## src/rtl/store_half_narrow_pkg.sv

```systemverilog
// Shared types and constants for the 32->16 store narrowing unit.
// Store size codes, FSM state encoding and an alignment helper.
package store_half_narrow_pkg;

    localparam int DATA_W_DEF = 32;
    localparam int HALF_W_DEF = 16;
    localparam int ADDR_W_DEF = 32;

    localparam logic SZ_HALF = 1'b0;
    localparam logic SZ_WORD = 1'b1;

    typedef enum logic [1:0] {
        ST_IDLE = 2'd0,
        ST_LO   = 2'd1,
        ST_HI   = 2'd2
    } state_e;

    // Halfword stores need bit 0 clear, word stores need bits 1:0 clear.
    function automatic logic is_aligned(
        input logic [1:0] lsb,
        input logic       size
    );
        if (size == SZ_WORD) begin
            is_aligned = (lsb == 2'b00);
        end else begin
            is_aligned = (lsb[0] == 1'b0);
        end
    endfunction

endpackage

```

## src/rtl/store_half_narrow_if.sv

```systemverilog
// Store-side handshake and halfword memory write port bundle.
// master: MEM stage + memory side; slave: the narrowing unit.
interface store_half_narrow_if
    import store_half_narrow_pkg::*;
#(
    parameter int DATA_W = DATA_W_DEF,
    parameter int HALF_W = HALF_W_DEF,
    parameter int ADDR_W = ADDR_W_DEF
);
    logic              in_valid;
    logic              in_ready;
    logic [DATA_W-1:0] in_data;
    logic [ADDR_W-1:0] in_addr;
    logic              in_size;
    logic              mem_we;
    logic [ADDR_W-1:0] mem_addr;
    logic [HALF_W-1:0] mem_wdata;
    logic              mem_ack;
    logic              busy;
    logic              ovf;
    logic              align_err;

    modport master (
        output in_valid, in_data, in_addr, in_size, mem_ack,
        input  in_ready, mem_we, mem_addr, mem_wdata,
        input  busy, ovf, align_err
    );

    modport slave (
        input  in_valid, in_data, in_addr, in_size, mem_ack,
        output in_ready, mem_we, mem_addr, mem_wdata,
        output busy, ovf, align_err
    );

endinterface

```

## src/rtl/store_half_narrow.sv

```systemverilog
// Narrows 32-bit MEM-stage stores onto a 16-bit memory write port.
// Ports: clk, reset (sync, active-high), bus (store_half_narrow_if.slave).
module store_half_narrow
    import store_half_narrow_pkg::*;
#(
    parameter int DATA_W = DATA_W_DEF,
    parameter int HALF_W = HALF_W_DEF,
    parameter int ADDR_W = ADDR_W_DEF
) (
    input logic               clk,
    input logic               reset,
    store_half_narrow_if.slave bus
);

    state_e            state_q, state_d;
    logic [DATA_W-1:0] data_q, data_d;
    logic [ADDR_W-1:0] addr_q, addr_d;
    logic              size_q, size_d;

    logic              mem_we_q, mem_we_d;
    logic [ADDR_W-1:0] mem_addr_q, mem_addr_d;
    logic [HALF_W-1:0] mem_wdata_q, mem_wdata_d;
    logic              ovf_q, ovf_d;
    logic              align_err_q, align_err_d;
    logic              busy_q, busy_d;

    logic accept;
    logic aligned;
    logic no_fit;

    assign bus.in_ready = (state_q == ST_IDLE) && !reset;
    assign accept = bus.in_valid && bus.in_ready;
    assign aligned = is_aligned(bus.in_addr[1:0], bus.in_size);

    // Upper half must replicate bit 15 for the value to survive truncation.
    assign no_fit = data_d[DATA_W-1:HALF_W] != {HALF_W{data_d[HALF_W-1]}};

    // State and capture registers
    always_ff @(posedge clk) begin
        if (reset) begin
            state_q     <= ST_IDLE;
            data_q      <= '0;
            addr_q      <= '0;
            size_q      <= SZ_HALF;
            mem_we_q    <= 1'b0;
            mem_addr_q  <= '0;
            mem_wdata_q <= '0;
            ovf_q       <= 1'b0;
            align_err_q <= 1'b0;
            busy_q      <= 1'b0;
        end else begin
            state_q     <= state_d;
            data_q      <= data_d;
            addr_q      <= addr_d;
            size_q      <= size_d;
            mem_we_q    <= mem_we_d;
            mem_addr_q  <= mem_addr_d;
            mem_wdata_q <= mem_wdata_d;
            ovf_q       <= ovf_d;
            align_err_q <= align_err_d;
            busy_q      <= busy_d;
        end
    end

    // Next state and capture
    always_comb begin
        state_d = state_q;
        data_d  = data_q;
        addr_d  = addr_q;
        size_d  = size_q;
        unique case (state_q)
            ST_IDLE: begin
                if (accept) begin
                    data_d = bus.in_data;
                    addr_d = bus.in_addr;
                    size_d = bus.in_size;
                    // Misaligned stores are swallowed here.
                    if (aligned) begin
                        state_d = ST_LO;
                    end
                end
            end
            ST_LO: begin
                if (bus.mem_ack) begin
                    if (size_q == SZ_WORD) begin
                        state_d = ST_HI;
                    end else begin
                        state_d = ST_IDLE;
                    end
                end
            end
            ST_HI: begin
                if (bus.mem_ack) begin
                    state_d = ST_IDLE;
                end
            end
            default: state_d = ST_IDLE;
        endcase
    end

    // Registered outputs follow the state being entered, so the
    // first beat appears the cycle after accept.
    always_comb begin
        mem_we_d    = 1'b0;
        mem_addr_d  = mem_addr_q;
        mem_wdata_d = mem_wdata_q;
        ovf_d       = 1'b0;
        busy_d      = (state_d != ST_IDLE);
        align_err_d = accept && !aligned;
        unique case (state_d)
            ST_IDLE: begin
                mem_we_d = 1'b0;
            end
            ST_LO: begin
                mem_we_d    = 1'b1;
                mem_addr_d  = addr_d;
                mem_wdata_d = data_d[HALF_W-1:0];
                ovf_d       = (size_d == SZ_HALF) && no_fit;
            end
            ST_HI: begin
                mem_we_d    = 1'b1;
                mem_addr_d  = addr_d + ADDR_W'(2);
                mem_wdata_d = data_d[DATA_W-1:HALF_W];
            end
            default: mem_we_d = 1'b0;
        endcase
    end

    assign bus.mem_we    = mem_we_q;
    assign bus.mem_addr  = mem_addr_q;
    assign bus.mem_wdata = mem_wdata_q;
    assign bus.ovf       = ovf_q;
    assign bus.align_err = align_err_q;
    assign bus.busy      = busy_q;

endmodule
```

## src/flat_wrapper.sv

```systemverilog
// flat-port wrapper written by rule: the top's interface ports become plain ports
module store_half_narrow_flat import store_half_narrow_pkg::*;
#(
    parameter int DATA_W = DATA_W_DEF,
    parameter int HALF_W = HALF_W_DEF,
    parameter int ADDR_W = ADDR_W_DEF
)
  (clk, reset, bus_in_valid, bus_in_data, bus_in_addr, bus_in_size, bus_mem_ack, bus_in_ready, bus_mem_we, bus_mem_addr, bus_mem_wdata, bus_busy, bus_ovf, bus_align_err);
  store_half_narrow_if #(.DATA_W(DATA_W), .HALF_W(HALF_W), .ADDR_W(ADDR_W)) bus_i ();
  input logic clk;
  input logic reset;
  input wire logic [$bits(bus_i.in_valid)-1:0] bus_in_valid;
  input wire logic [$bits(bus_i.in_data)-1:0] bus_in_data;
  input wire logic [$bits(bus_i.in_addr)-1:0] bus_in_addr;
  input wire logic [$bits(bus_i.in_size)-1:0] bus_in_size;
  input wire logic [$bits(bus_i.mem_ack)-1:0] bus_mem_ack;
  output wire logic [$bits(bus_i.in_ready)-1:0] bus_in_ready;
  output wire logic [$bits(bus_i.mem_we)-1:0] bus_mem_we;
  output wire logic [$bits(bus_i.mem_addr)-1:0] bus_mem_addr;
  output wire logic [$bits(bus_i.mem_wdata)-1:0] bus_mem_wdata;
  output wire logic [$bits(bus_i.busy)-1:0] bus_busy;
  output wire logic [$bits(bus_i.ovf)-1:0] bus_ovf;
  output wire logic [$bits(bus_i.align_err)-1:0] bus_align_err;
  assign bus_i.in_valid = bus_in_valid;
  assign bus_i.in_data = bus_in_data;
  assign bus_i.in_addr = bus_in_addr;
  assign bus_i.in_size = bus_in_size;
  assign bus_i.mem_ack = bus_mem_ack;
  assign bus_in_ready = bus_i.in_ready;
  assign bus_mem_we = bus_i.mem_we;
  assign bus_mem_addr = bus_i.mem_addr;
  assign bus_mem_wdata = bus_i.mem_wdata;
  assign bus_busy = bus_i.busy;
  assign bus_ovf = bus_i.ovf;
  assign bus_align_err = bus_i.align_err;
  store_half_narrow #(.DATA_W(DATA_W), .HALF_W(HALF_W), .ADDR_W(ADDR_W)) u_core (.clk(clk), .reset(reset), .bus(bus_i));
endmodule
```

## config.mk

```make
export PLATFORM = sky130hd
export DESIGN_NAME = store_half_narrow_flat
export DESIGN_NICKNAME = d
export VERILOG_FILES = /design/src/rtl/store_half_narrow_pkg.sv /design/src/rtl/store_half_narrow_if.sv /design/src/rtl/store_half_narrow.sv /design/src/flat_wrapper.sv
export SDC_FILE = /design/constraint.sdc
export NUM_CORES = 1
export LEC_CHECK = 0
export ABC_AREA = 1
export CORE_UTILIZATION = 30
export CTS_BUF_LIST = sky130_fd_sc_hd__clkbuf_16
export CTS_CLUSTER_SIZE = 20
export DETAILED_ROUTE_END_ITERATION = 10
export PLACE_DENSITY_LB_ADDON = 0.12
export SYNTH_ARGS = -nofsm -noshare
export SYNTH_HDL_FRONTEND = slang
export SYNTH_SLANG_ARGS = --single-unit
```

## constraint.sdc

```tcl
create_clock -name clk -period 3.24 [get_ports clk]
set_input_delay 0.972 -clock clk [delete_from_list [all_inputs] [get_ports clk]]
set_output_delay 0.972 -clock clk [all_outputs]
set_load 0.02 [all_outputs]
```

## Yosys cells after proc, flatten, opt, wreduce, memory -nomap -nowiden

Index checks and enable logic that the tools add are counted.

| cells by class | value |
|---|---|
| $lt $le $gt $ge | 0 |
| shifts and indexed selects | 0 |
| add/subtract/negate cells | 1 |
| multiply operators | 0 |
| reduce and logical (&&, ||, !) cells | 12 |
| div/mod/pow operators | 0 |
| bitwise operators | 3 |
| muxes and demuxes | 16 |
| equal/unequal tests | 5 |

Operators by type and width:

| kind | number |
|---|---|
| $mux 32 | 4 |
| $pmux 32 s2 | 1 |
| $add 32x2->32 const B | 1 |
| $pmux 16 s2 | 1 |
| $ne 16x16->1 | 1 |
| $mux 2 | 5 |
| $pmux 2 s3 | 1 |
| $eq 2x1->1 const B | 2 |
| $eq 2x2->1 const B | 2 |
| $logic_and 1x1->1 | 4 |
| $logic_not 2->1 | 2 |
| $mux 1 | 4 |
| $reduce_bool 2->1 | 2 |
| $reduce_or 2->1 | 2 |
| $not 1->1 | 3 |
| $logic_not 1->1 | 2 |

| word-level totals | value |
|---|---|
| memory bits (writable) | 0 |
| input bits | 69 |
| bits in latches | 0 |
| word-level logic and storage cells | 47 |
| flip-flop bits (word level) | 119 |
| ROM bits | 0 |
| memories kept | 0 |

## Logic depth before layout (Yosys ltp)

Gate-level depths: netlist of the first run.

| depth | value |
|---|---|
| depth after elaboration | 8 |
| mapped depth | 18 |
| depth with buffers taken out | 16 |

## Worst setup path after synthesis of the first run

No wires, ideal clock.

| timing | value |
|---|---|
| kind | input port to flip-flop |
| start point | input port reset |
| end point | register u_core.mem_addr_q[21], in the netlist u_core.bus.mem_addr[21] |
| required time | 3.126 ns |
| path buffers | 5 |
| stages on the path | 13 |
| setup slack | 0.248 ns |
| arrival | 2.878 ns |
| cells stage by stage | buf_6 -> inv_6 -> nand3_4 -> inv_2 -> buf_2 -> a21oi_1 -> ha_1 -> clkbuf_1 -> clkbuf_1 -> clkbuf_1 -> nand2_1 -> o21bai_1 -> inv_1 |

| between the ends | value |
|---|---|
| cells in the longest elaborated chain, start to end | 7 |
| elaborated cells between the ends (all ways) | 12 |

RTL lines:

| what | RTL line | RTL |
|---|---|---|
| from (decl) | flat_wrapper.sv:11 | `input logic reset;` |
| $logic_not 1->1 | store_half_narrow.sv:31 | `assign bus.in_ready = (state_q == ST_IDLE) && !reset;` |
| $logic_and 1x1->1 | store_half_narrow.sv:31 |  |
| $logic_and 1x1->1 | store_half_narrow.sv:32 | `assign accept = bus.in_valid && bus.in_ready;` |
| $mux 32 or $mux 2 (tied branches) | store_half_narrow.sv:73 | `if (accept) begin` |
| $mux 32 or $pmux 2 s3 (tied branches) | store_half_narrow.sv:71 | `unique case (state_q)` |
| $add 32x2->32, or another cell as far along | store_half_narrow.sv:122 | `mem_addr_d = addr_d + ADDR_W'(2);` |
| $pmux 32 s2 or $reduce_bool 2->1 (tied branches) | n/a |  |
| to (signal assigned) | store_half_narrow.sv:57 | `mem_addr_q <= mem_addr_d;` |
| to (decl) | store_half_narrow.sv:21 | `logic [ADDR_W-1:0] mem_addr_q, mem_addr_d;` |

Parallel ways exist; a longest one is shown, timed or not.
A chain may end at the register's enable or synchronous reset.

## Worst setup path after layout of the first run

| timing | value |
|---|---|
| start point | input port reset |
| end point | output port bus_in_ready |

| between the ends | value |
|---|---|
| cells in the longest elaborated chain, start to end | 2 |

RTL lines:

| what | RTL line | RTL |
|---|---|---|
| $logic_not 1->1 | store_half_narrow.sv:31 |  |
| $logic_and 1x1->1 | store_half_narrow.sv:31 |  |
| to (decl) | flat_wrapper.sv:17 | `output wire logic [$bits(bus_i.in_ready)-1:0] bus_in_ready;` |

Every way passes these cells.

==> results of run 1 <==
## layer usage
layer | vias to the layer above | global-route usage [%] | part of all wire, %
li1 | 3017 | - | -
met1 | 2563 | 23.7 | 47
met2 | 98 | 32.3 | 49
met3 | 14 | 4.14 | 3.5
met4 | 0 | 6.01 | 1.1
met5 | - | 0 | 0
## sequential cells by signal, indices dropped and copies added (netlist names)
| register | cells |
|---|---|
| u_core.addr_q | 32 |
| u_core.bus.align_err | 1 |
| u_core.bus.busy | 1 |
| u_core.bus.mem_addr | 32 |
| u_core.bus.mem_wdata | 16 |
| u_core.bus.mem_we | 1 |
| u_core.bus.ovf | 1 |
| u_core.data_q | 32 |
| u_core.size_q | 1 |
| u_core.state_q | 2 |
## power breakdown
part           internal [mW]  total (mW)  leakage, nW  switching, mW
sequential              1.58        1.64        0.976         0.0553
clock                   1.13        1.86        0.275          0.725
combinational          0.429       0.929         2.57          0.500
total                   3.14        4.42         3.82           1.28
## cells in the final DEF (no fill, tap or decap), drive strengths merged
cell and instances:
clkdlybuf4s50 120, a211oi 1, o21ai 59, buf 91, or2 11, and2 1, dfxtp 119, nor3b 1
a31oi 1, clkinv 7, and3 1, xor2 4, mux2i 17, o221ai 7, xnor2 1, nand4 37
o211ai 24, nand2 165, bufinv 2, nand3b 1, a21oi 24, ha 4, clkbuf 17, o21bai 2
nand3 36, inv 109, nor2 152, clkinvlp 3, nor3 3
## cells by family after synthesis
| kind of cell | Yosys count | synth area share, % |
|---|---|---|
| and+or+nand+nor | 408 | 31.5 |
| xor gates and xnor gates | 5 | 0.754 |
| AOI/OAI and AO/OA | 118 | 12.1 |
| DFF | 119 | 41.0 |
| adders and majority gates | 4 | 0.862 |
| muxes | 17 | 2.93 |
| buffers and inverters | 149 | 10.8 |
## cell type report
| cell class | count | area share (%) |
|---|---|---|
| flip-flops and latches | 119 | 28.3 |
| repair buffers | 211 | 22.8 |
| clock buffers | 17 | 5.06 |
| clock inverters | 15 | 1.82 |
| multi-input cells | 552 | 33.3 |
| well taps | 260 | 3.87 |
| inverters | 106 | 4.79 |
## worst reg2reg max path, stage by stage, from the launching register on
cell	delay, ns
dfxtp_1	0.35
nor2_4	0.12
buf_4	0.28
nand3_4	0.14
inv_2	0.08
buf_4	0.25
nand2_1	0.08
nand2_1	0.09
nand2_1	0.09
nor2_1	0.20
nand2_1	0.17
nor2_2	0.25
nand2_1	0.07
nand2_1	0.06
nand3_1	0.07
nand2_1	0.07
inv_1	0.03
## stage by stage
stage / util (%) / power, mW / worst slack [ns] / instances / hold WS, ns
after CTS: 44.6 / 4.48 / 0.199 / 1280 / 0.469
after global placement: 41.6 / 2.61 / -0.0617 / 1248 / 0.455
after floorplan: - / 2.15 / 0.248 / 820 / 0.446
final: 44.6 / 4.42 / 0.210 / 1280 / 0.465
after global routing: 44.6 / 4.64 / 0.124 / 1280 / 0.493
after detailed placement: 41.6 / 2.61 / -0.0493 / 1248 / 0.459
## final timing paths
check / start / end / slack (ns) / depth (start not counted)
setup reg to reg: u_core.state_q[0] / u_core.bus.mem_addr[28] / 0.73 / 16
hold reg to reg: u_core.bus.mem_addr[5] / u_core.bus.mem_addr[5] / 0.47 / 2
setup / recovery: reset / bus_in_ready / 0.21 / 3
hold / removal: u_core.bus.mem_addr[5] / u_core.bus.mem_addr[5] / 0.47 / 2
==> results.cfg, run 1 <==
[setup_path]
cp_num_buf_inv = 2
path_cells = buf_2 > nor3_1 > clkdlybuf4s50_1
critPathSlowestCell = clkdlybuf4s50_1
crit_required_ns = 2.27
path_delay_family = buffers and inverters
crit_path_start_kind = primary input
cp-end-kind = output pin
path_class = primary input to output pin
cp.arrival_ns = 2.06
cp_max_fo = 4
slowest_delay_ns = 0.65

[detailed_routing]
avgRoutedWirePerCell_um = 14.0
drt_pass1_iterations = 5
via_per_inst = 4.45
ant_nets = 0
num_vias = 5692
drt_wl_total_um = 17900
drt-initial-drc-count = 282
remaining_drc_errors = 0

[global_routing]
antenna_found_initial = 0
grtUsageTotal_pct = 19.0
grt_pass1_vias = 5618
grt_first_pass_wirelength_um = 29000
grt_overflow = 0
grt_max_degree = 87

[sta]
slew_viol_final = 0
max_freq_mhz = 330
finalHoldViolations = 0
setup_viol = 0
worst_pin_slew_ns = 0.958
fin_skew_ns = 0.00947
post-route-period-util_pct = 93.5
fin_setup_tns_ns = 0
slew_headroom_pct = 36.2
period_needed_ns = 3.03
rsz0062_at_grt = false

[floorplan]
initial_core_util_pct = 30.8
num_rows = 50
die-height_um = 141
die_w_um = 141
io_pins = 122
dieArea_sq_um = 19900
core_sq_um = 18800

[final_layout]
syn_to_final_growth_pct = 44.8
fin_area_sq_um = 8410
drive_gt1_share_pct = 16.1
multiInputGateArea_sq_um = 2800
fin_nets = 1080
seq_area_sq_um = 2380
fill_cells = 1978
antenna_cells = 0

[placed_design]
gp_congestion = 0.838
dpl_cell_area_sq_um = 7830
hpwl_um = 13200
io_buffers = 121

[synthesis]
ys_seq_elements = 119
synthTopCellsByArea = dfxtp_1 41%, nand2_1 10%, nor2_1 8.8%, inv_1 6.7%, nand4_1 4.0%
synth_warnings = 0
synth_top_area_share_pct = 41.0
yosys.area.top_type = dfxtp_1
async_flop_share_pct = 0
synth-edff-count = 0
synth_top_flop_cell = dfxtp_1
syn-mean-instance-area_sq_um = 7.08
netlist_area_sq_um = 5810
synth_cells = 820
synth_common_cells = 158 x nand2_1, 136 x nor2_1, 119 x dfxtp_1
yosysMostFrequentCell = nand2_1
synth_seq_area_share_pct = 41.0
synth_nets = 893
synth_cell_types = 38

[power_and_ir_drop]
power.leakage_nw = 3.82
powerDensity_nw_per_um2 = 526
ir_drop_uv = 367

[clocking]
cts_buffers = 17
postCtsSetupBuffers = 0
clockBufferDepth = 2
clkTransAtPathRegs_ns = 0.06
h-tree-depth = 4
cts_sinks = 119
worstSkewPairLatency_ns = 0.43
clock-root-buffer = clkbuf_16
holdBufCountCts = 0
cts_tree = built
post_cts_resized = 0

[status]
outcome = finished clean

[min_path]
hold_path_class = flop to flop

[job]
maxCapViolations = 0
Power figures use the tool's default switching activity.
==> run 2: changes to the inputs <==
--- a/config.mk
+++ b/config.mk
@@ -6,6 +6,7 @@
 export NUM_CORES = 1
 export LEC_CHECK = 0
 export ABC_AREA = 1
+export CORE_MARGIN = 5
 export CORE_UTILIZATION = 30
 export CTS_BUF_LIST = sky130_fd_sc_hd__clkbuf_16
 export CTS_CLUSTER_SIZE = 20
==> results.cfg, run 2 (synthesis gave the netlist of run 1 again) <==
[status]
outcome = finished clean

[global_routing]
grtUsageMet2_pct = 28.9
grtUsageTotal_pct = 17.3
grt_util_met3_pct = 3.98
grt_first_pass_wirelength_um = 30500
grtUsageMet1_pct = 22.6
grt_max_degree = 86
grt-busiest-layer = met2
grt_pass1_vias = 5789
antenna_found_initial = 0
grt_overflow = 0

[clocking]
postCtsSetupBuffers = 0
cts_tree = built
clock-root-buffer = clkbuf_16
post_cts_resized = 0
cts_sinks = 119
h-tree-depth = 4
clkTransAtPathRegs_ns = 0.06
holdBufCountCts = 0
cts_buffers = 17
clockBufferDepth = 2
worstSkewPairLatency_ns = 0.42

[detailed_routing]
avgRoutedWirePerCell_um = 14.8
remaining_drc_errors = 0
num_vias = 5778
drt_wl_total_um = 18700
ant_nets = 0
via_per_inst = 4.56
drt_pass1_iterations = 5
drt-initial-drc-count = 355

[floorplan]
num_rows = 50
initial_core_util_pct = 30.7
die_w_um = 149
core_sq_um = 18900
io_pins = 122
die-height_um = 149
dieArea_sq_um = 22200

[setup_path]
crit_path_start_kind = primary input
slowest_delay_ns = 0.64
path_cells = buf_2 > nor3_1 > clkdlybuf4s50_1
cp-end-kind = output pin
path_class = primary input to output pin
cp_max_fo = 5
crit_required_ns = 2.27
cp_num_buf_inv = 2
cp.arrival_ns = 2.01
path_delay_family = buffers and inverters
critPathSlowestCell = clkdlybuf4s50_1

[placed_design]
dpl_cell_area_sq_um = 7740
gp_congestion = 0.894
hpwl_um = 13700
io_buffers = 121
dp_cells = 1235

[sta]
rsz0062_at_grt = false
slew_headroom_pct = 32.1
worst_pin_slew_ns = 1.02
setup_viol = 0
finalHoldViolations = 0
post-route-period-util_pct = 92.2
fin_skew_ns = 0.0102
slew_viol_final = 0
period_needed_ns = 2.99
max_freq_mhz = 335

[final_layout]
fin_area_sq_um = 8310
antenna_cells = 0
stdcell_count = 1267
final_cell_mix = 158 x nand2_1, 136 x nor2_1, 120 x clkdlybuf4s50_1, 119 x dfxtp_1, 105 x inv_1
syn_to_final_growth_pct = 43.1
fin_nets = 1067
drive_gt1_share_pct = 14.7
final_common_cell = nand2_1

[power_and_ir_drop]
ir_drop_uv = 358
power.leakage_nw = 3.76
powerDensity_nw_per_um2 = 528

[min_path]
hold_path_class = flop to flop

[job]
maxCapViolations = 0
==> run 2: area by class of cell <==
class / instances / area (sq um)
Fill cell: 2021 / 10600
Multi-Input combinational cell: 552 / 2800
Sequential cell: 119 / 2380
Timing Repair Buffer: 198 / 1830
Clock buffer: 17 / 425
Inverter: 106 / 403
Tap cell: 260 / 325
Clock inverter: 15 / 138
==> run 2: worst reg2reg max path: stages, from the launching register on <==
cell,delay (ns)
dfxtp_1,0.42
nor2_4,0.06
buf_4,0.22
nand3_4,0.13
buf_12,0.21
buf_4,0.26
nand2_1,0.08
nand2_1,0.10
inv_1,0.07
nor2_2,0.23
nand3_1,0.12
nor2_1,0.15
nand3_1,0.09
nand2_1,0.07
nand3_1,0.06
nand2_1,0.07
inv_1,0.04
==> run 2: worst paths after layout <==
path | startpoint | end | slack, ns | depth (start not counted)
hold / removal | u_core.bus.mem_addr[7] | u_core.bus.mem_addr[7] | 0.47 | 2
hold reg to reg | u_core.bus.mem_addr[7] | u_core.bus.mem_addr[7] | 0.47 | 2
setup / recovery | reset | bus_in_ready | 0.25 | 3
setup reg to reg | u_core.state_q[1] | u_core.bus.mem_addr[31] | 0.78 | 16
==> run 2: layer usage <==
layer / vias to the layer above / routed length (um)
met5: - / 0
met4: 0 / 205
met3: 16 / 882
met2: 137 / 9000
met1: 2630 / 8660
li1: 2995 / -
==> run 2: power by group <==
part | leakage (nW) | switching, mW | internal, mW
clock | 0.270 | 0.707 | 1.12
sequential | 0.976 | 0.0531 | 1.58
combinational | 2.51 | 0.506 | 0.417
==> run 2: through the flow <==
step	power, mW	hold WS [ns]	setup slack [ns]	TNS, ns	utilization [%]
after floorplan	2.15	0.446	0.248	0	-
after global placement	2.60	0.459	0.0107	0	41.0
after detailed placement	2.60	0.465	-0.0220	-0.0558	41.0
after CTS	4.44	0.471	0.234	0	44.0
after global routing	4.61	0.502	0.177	0	44.0
final	4.39	0.472	0.254	0	44.0
==> RTL change 1 (config.mk and constraints of run 1) <==
Reset style: asynchronous (`reset`), changed in one clocked block.
--- a/src/rtl/store_half_narrow.sv
+++ b/src/rtl/store_half_narrow.sv
@@ -37,5 +37,5 @@
 
     // State and capture registers
-    always_ff @(posedge clk) begin
+    always_ff @(posedge clk or posedge reset) begin
         if (reset) begin
             state_q     <= ST_IDLE;
Formal check against the unedited RTL: differs if reset is asserted again (counterexample within 4 cycles, from zero or initial values and one cycle with reset high); with reset held inactive, the same outputs for 10 cycles.
==> RTL change 1 against run 1 <==
Global-route usage is 0.26 points higher; final cell count shrank 3.0%; synthesized area up 3.0%; design area up 4.2%; clock skew down 0.0024 ns; wire length is 3.3% higher; worst setup slack improved by 0.045 ns; sequential cell count did not move; worst hold slack gained 0.0076 ns; critical path type unchanged; largest cell class is now sequential cells.
Power is not compared: it rests on default switching activity, and its combinational part moved more than twofold at a synthesized area within 25%.
==> RTL change 1: results (changes against run 1) <==
fillers 1963 (-0.76%); Final Skew 0.00709 ns (-0.00238 ns); hold path startpoint u_core.data_q[9]$_DFF_PP0_; outcome finished, final reports clean; worst-case reg-to-reg path depth 10 (-6); Critical Path Sink Type output port; vias in the first global route 5661 (+0.77%); DPL Wire Length 13.6 mm (+2.5%); crit path max fanout 2 (-2); M3 GR Usage 4.36% (+0.22 points); post-synthesis sequential area ratio 49.8% (+8.8 points); GR Util met2 30.0% (-2.3 points); initial antenna violation count 0 (unchanged); met1 usage 26.7% (+3.0 points); mux contribution to synthesized area 0% (-2.9 points); post-synth cell types 37 (-2.6%); Syn Area/Cell 7.90 um2 (+12%); share of cells above drive strength 1 18.5% (+2.5 points); wire length of the first global-routing pass 29.8 mm (+2.8%); worst endpoint data arrival time 2.01 ns (-0.05 ns); Synth area leaders dfrtp_1, nand2_1, nand3_1; IO buf count 121 (unchanged); top cells by count, synth nand2_1, dfrtp_1, nor2_1; hold path endpoint u_core.data_q[9]$_DFF_PP0_; GRT Util Overall 19.2% (+0.26 points); drt wl/cell 14.9 um (+6.5%); Post-Syn Nets 830 (-7.1%); Vias 5623 (-1.2%); WL final 18.5 mm (+3.3%); fin nets 1036 (-4.1%); R2R Setup Slk 0.88 ns (+0.15 ns); Clk pin slew, worst setup/hold paths 0.06 ns (about the same); placed cells 1209 (-3.1%); worst-margin pin slew 0.480 ns (-0.478 ns); Reg2Reg Capture Point u_core.bus.mem_addr[25]$_DFFE_PP0P_; largest net degree at the start of global routing 36 (-59%); Synth async-reset ratio 100% (+100 points); gpl congestion 0.796 (-5.0%); Crit Reg-Reg Startpoint u_core.state_q[0]$_DFF_PP0_; Post-Synth Adder-Cell Area 0.837% (-0.025 points); post-synthesis compound-gate area fraction 6.78% (-5.3 points); post-synthesis xor/xnor area fraction 0.879% (+0.12 points)
[RTL change 1: what timing repair did]
| action | CTS | global route |
|---|---|---|
| resized for setup | 1 | 0 |
| setup endpoints to repair | 1 | 0 |
| hold buffers | 0 | 0 |
| endpoints found under the hold margin | 0 | 0 |
[RTL change 1: final cells by class]
class,count,area share [%]
Multi-Input combinational cell,544,29.3
Sequential cell,119,34.0
Timing Repair Buffer,221,23.1
Clock inverter,15,2.30
Clock buffer,17,4.86
Inverter,60,2.63
Tap cell,265,3.79
[RTL change 1: logic make-up (layout without fill, tap and decap cells)]
| logic type | count (synthesis) | in the layout |
|---|---|---|
| compound gates | 71 | 71 |
| fa+ha+maj | 4 | 4 |
| xor+xnor | 6 | 6 |
| buf+inv | 94 | 313 |
| flops | 119 | 119 |
| simple gates | 463 | 463 |
[RTL change 1: worst reg2reg max path, stage by stage (launching register included)]
cell	delay (ns)
dfrtp_1	0.43
nor2_4	0.17
buf_4	0.26
nand4_1	0.19
nand2_1	0.19
ha_1	0.24
nand3_2	0.18
nor2_2	0.30
nand3_1	0.11
nand3_1	0.11
nand2_1	0.06
[RTL change 1: through the flow]
| step | setup slack (ns) | power (uW) | setup TNS [ns] | util (%) | area (um2) |
|---|---|---|---|---|---|
| floorplan | 0.0647 | 4670 | 0 | - | 5990 |
| global placement | -0.0901 | 6520 | -0.334 | 41.6 | 8130 |
| detailed placement | -0.0876 | 6520 | -0.603 | 41.6 | 8130 |
| CTS | 0.237 | 8590 | 0 | 44.8 | 8760 |
| global route | 0.110 | 9140 | 0 | 44.8 | 8760 |
| finish | 0.255 | 8510 | 0 | 44.8 | 8760 |
[RTL change 1: metal layers]
layer | routed length, um | part of all wire (%)
met1 | 9300 | 50
met4 | 144 | 0.78
met5 | 0 | 0
met3 | 810 | 4.4
met2 | 8260 | 45
==> RTL change 2 (flow settings as in run 1) <==
Made on the original files. `ADDR_W_DEF`: 32 -> 16.
--- a/src/rtl/store_half_narrow_pkg.sv
+++ b/src/rtl/store_half_narrow_pkg.sv
@@ -5,5 +5,5 @@
     localparam int DATA_W_DEF = 32;
     localparam int HALF_W_DEF = 16;
-    localparam int ADDR_W_DEF = 32;
+    localparam int ADDR_W_DEF = 16;
 
     localparam logic SZ_HALF = 1'b0;
Interface: changed (resized bus_in_addr and bus_mem_addr); port bits go from 122 to 90. No check against the original RTL was run, so the function may have changed too.
==> RTL change 2 against run 1 <==
Fmax is 2.9% higher; power is 42% lower; utilization down 2.9 points; design area down 37%; synthesized cell count fell by 39%; wire length shrank 43%; largest cell class is now sequential cells; worst setup slack better by 0.086 ns; critical path type unchanged; clock skew decreased by 0.0055 ns; via count fell by 40%; clock power decreased by 47%; sequential cell count fell by 32; synthesized area fell by 33%.
==> RTL change 2: results (changes against run 1) <==
vias in the first global route 3232 (-42%); outcome finished, final reports clean; placed cells 754 (-40%); Sw Ratio 25.8% (-3.1 points); Final Skew 0.00399 ns (-0.00548 ns); Max VDD drop 0.272 mV (-26%); DRT Pass-1 Iters 4 (-1); TritonCTS Buffers 9 (-8); IO buf count 89 (-26%); fin nets 650 (-40%); htree depth 3 (-1); metal2 WL 5.13 mm (-41%); pre-CTS setup slack 0.0605 ns (+0.110 ns); GR Util met2 29.5% (-2.8 points); top cells by count, synth dfxtp_1, nor2_1, inv_1, nand2_1, o21ai_0; initial DRC count 130 (-54%); drt wl/cell 13.2 um (-5.5%); Post-Syn Nets 557 (-38%); Pint 1910 uW (-39%); Finished Layout Cells 768 (-40%); Synth area leaders dfxtp_1, nor2_1, inv_1; Post-DP Area 4990 um2 (-36%); leakage power 0.00235 uW (-38%); worst-margin pin slew 0.668 ns (-0.290 ns); post-synth cell types 37 (-2.6%); met1 usage 18.3% (-5.4 points); M3 GR Usage 3.87% (-0.27 points); Post-Syn Instances 500 (-39%); via density per instance 4.46 (+0.37%); post-synthesis sequential area ratio 45.0% (+4.0 points); wire length of the first global-routing pass 16.3 mm (-44%); DPL Wire Length 7.49 mm (-43%); largest net degree at the start of global routing 61 (-30%)
## RTL change 2: cell count changes in the layout (fill, tap and decap cells not counted), moves of 26 or more
cell             delta
buf_4              -70
clkdlybuf4s50_1    -32
dfxtp_1            -32
inv_1              -37
nand2_1            -91
nand3_1            -26
nand4_1            -26
nor2_1             -50
## RTL change 2: final cells by class
class | count | area [um2]
multi-input combinational | 316 | 1710
sequential | 87 | 1740
fill | 1342 | 7350
tap | 172 | 215
timing repair buffer | 108 | 1050
inverter | 71 | 268
clock inverter | 5 | 51.3
clock buffer | 9 | 225
## RTL change 2: worst register-to-register path: cells and delay by family (launching register included)
| family | cells | cell delay, ns |
|---|---|---|
| compound gates | 1 | 0.27 |
| fa+ha+maj | 1 | 0.28 |
| buf+inv | 3 | 0.19 |
| flops | 1 | 0.46 |
| simple gates | 9 | 1.00 |
## RTL change 2: final timing paths
path	startpoint	endpoint	slack, ns	depth (start not counted)
max	reset	bus_in_ready	0.30	3
min	u_core.bus.mem_addr[5]$_SDFFE_PP0P_	u_core.bus.mem_addr[5]$_SDFFE_PP0P_	0.47	2
max reg2reg	u_core.state_q[0]$_SDFF_PP0_	u_core.bus.mem_addr[11]$_SDFFE_PP0P_	0.95	14
min reg2reg	u_core.bus.mem_addr[5]$_SDFFE_PP0P_	u_core.bus.mem_addr[5]$_SDFFE_PP0P_	0.47	2
## RTL change 2: cell families (layout without fill, tap and decap cells)
kind of cell / after synthesis / after routing / share of synthesized area [%]
AND/OR/NAND/NOR: 192 / 192 / 21.9
buffers and inverters: 97 / 193 / 10.8
AO/OA/AOI/OAI: 96 / 96 / 15.0
flip-flops: 87 / 87 / 45.0
multiplexers: 18 / 18 / 4.65
XOR/XNOR: 6 / 6 / 1.36
adder cells (fa/ha/maj): 4 / 4 / 1.29
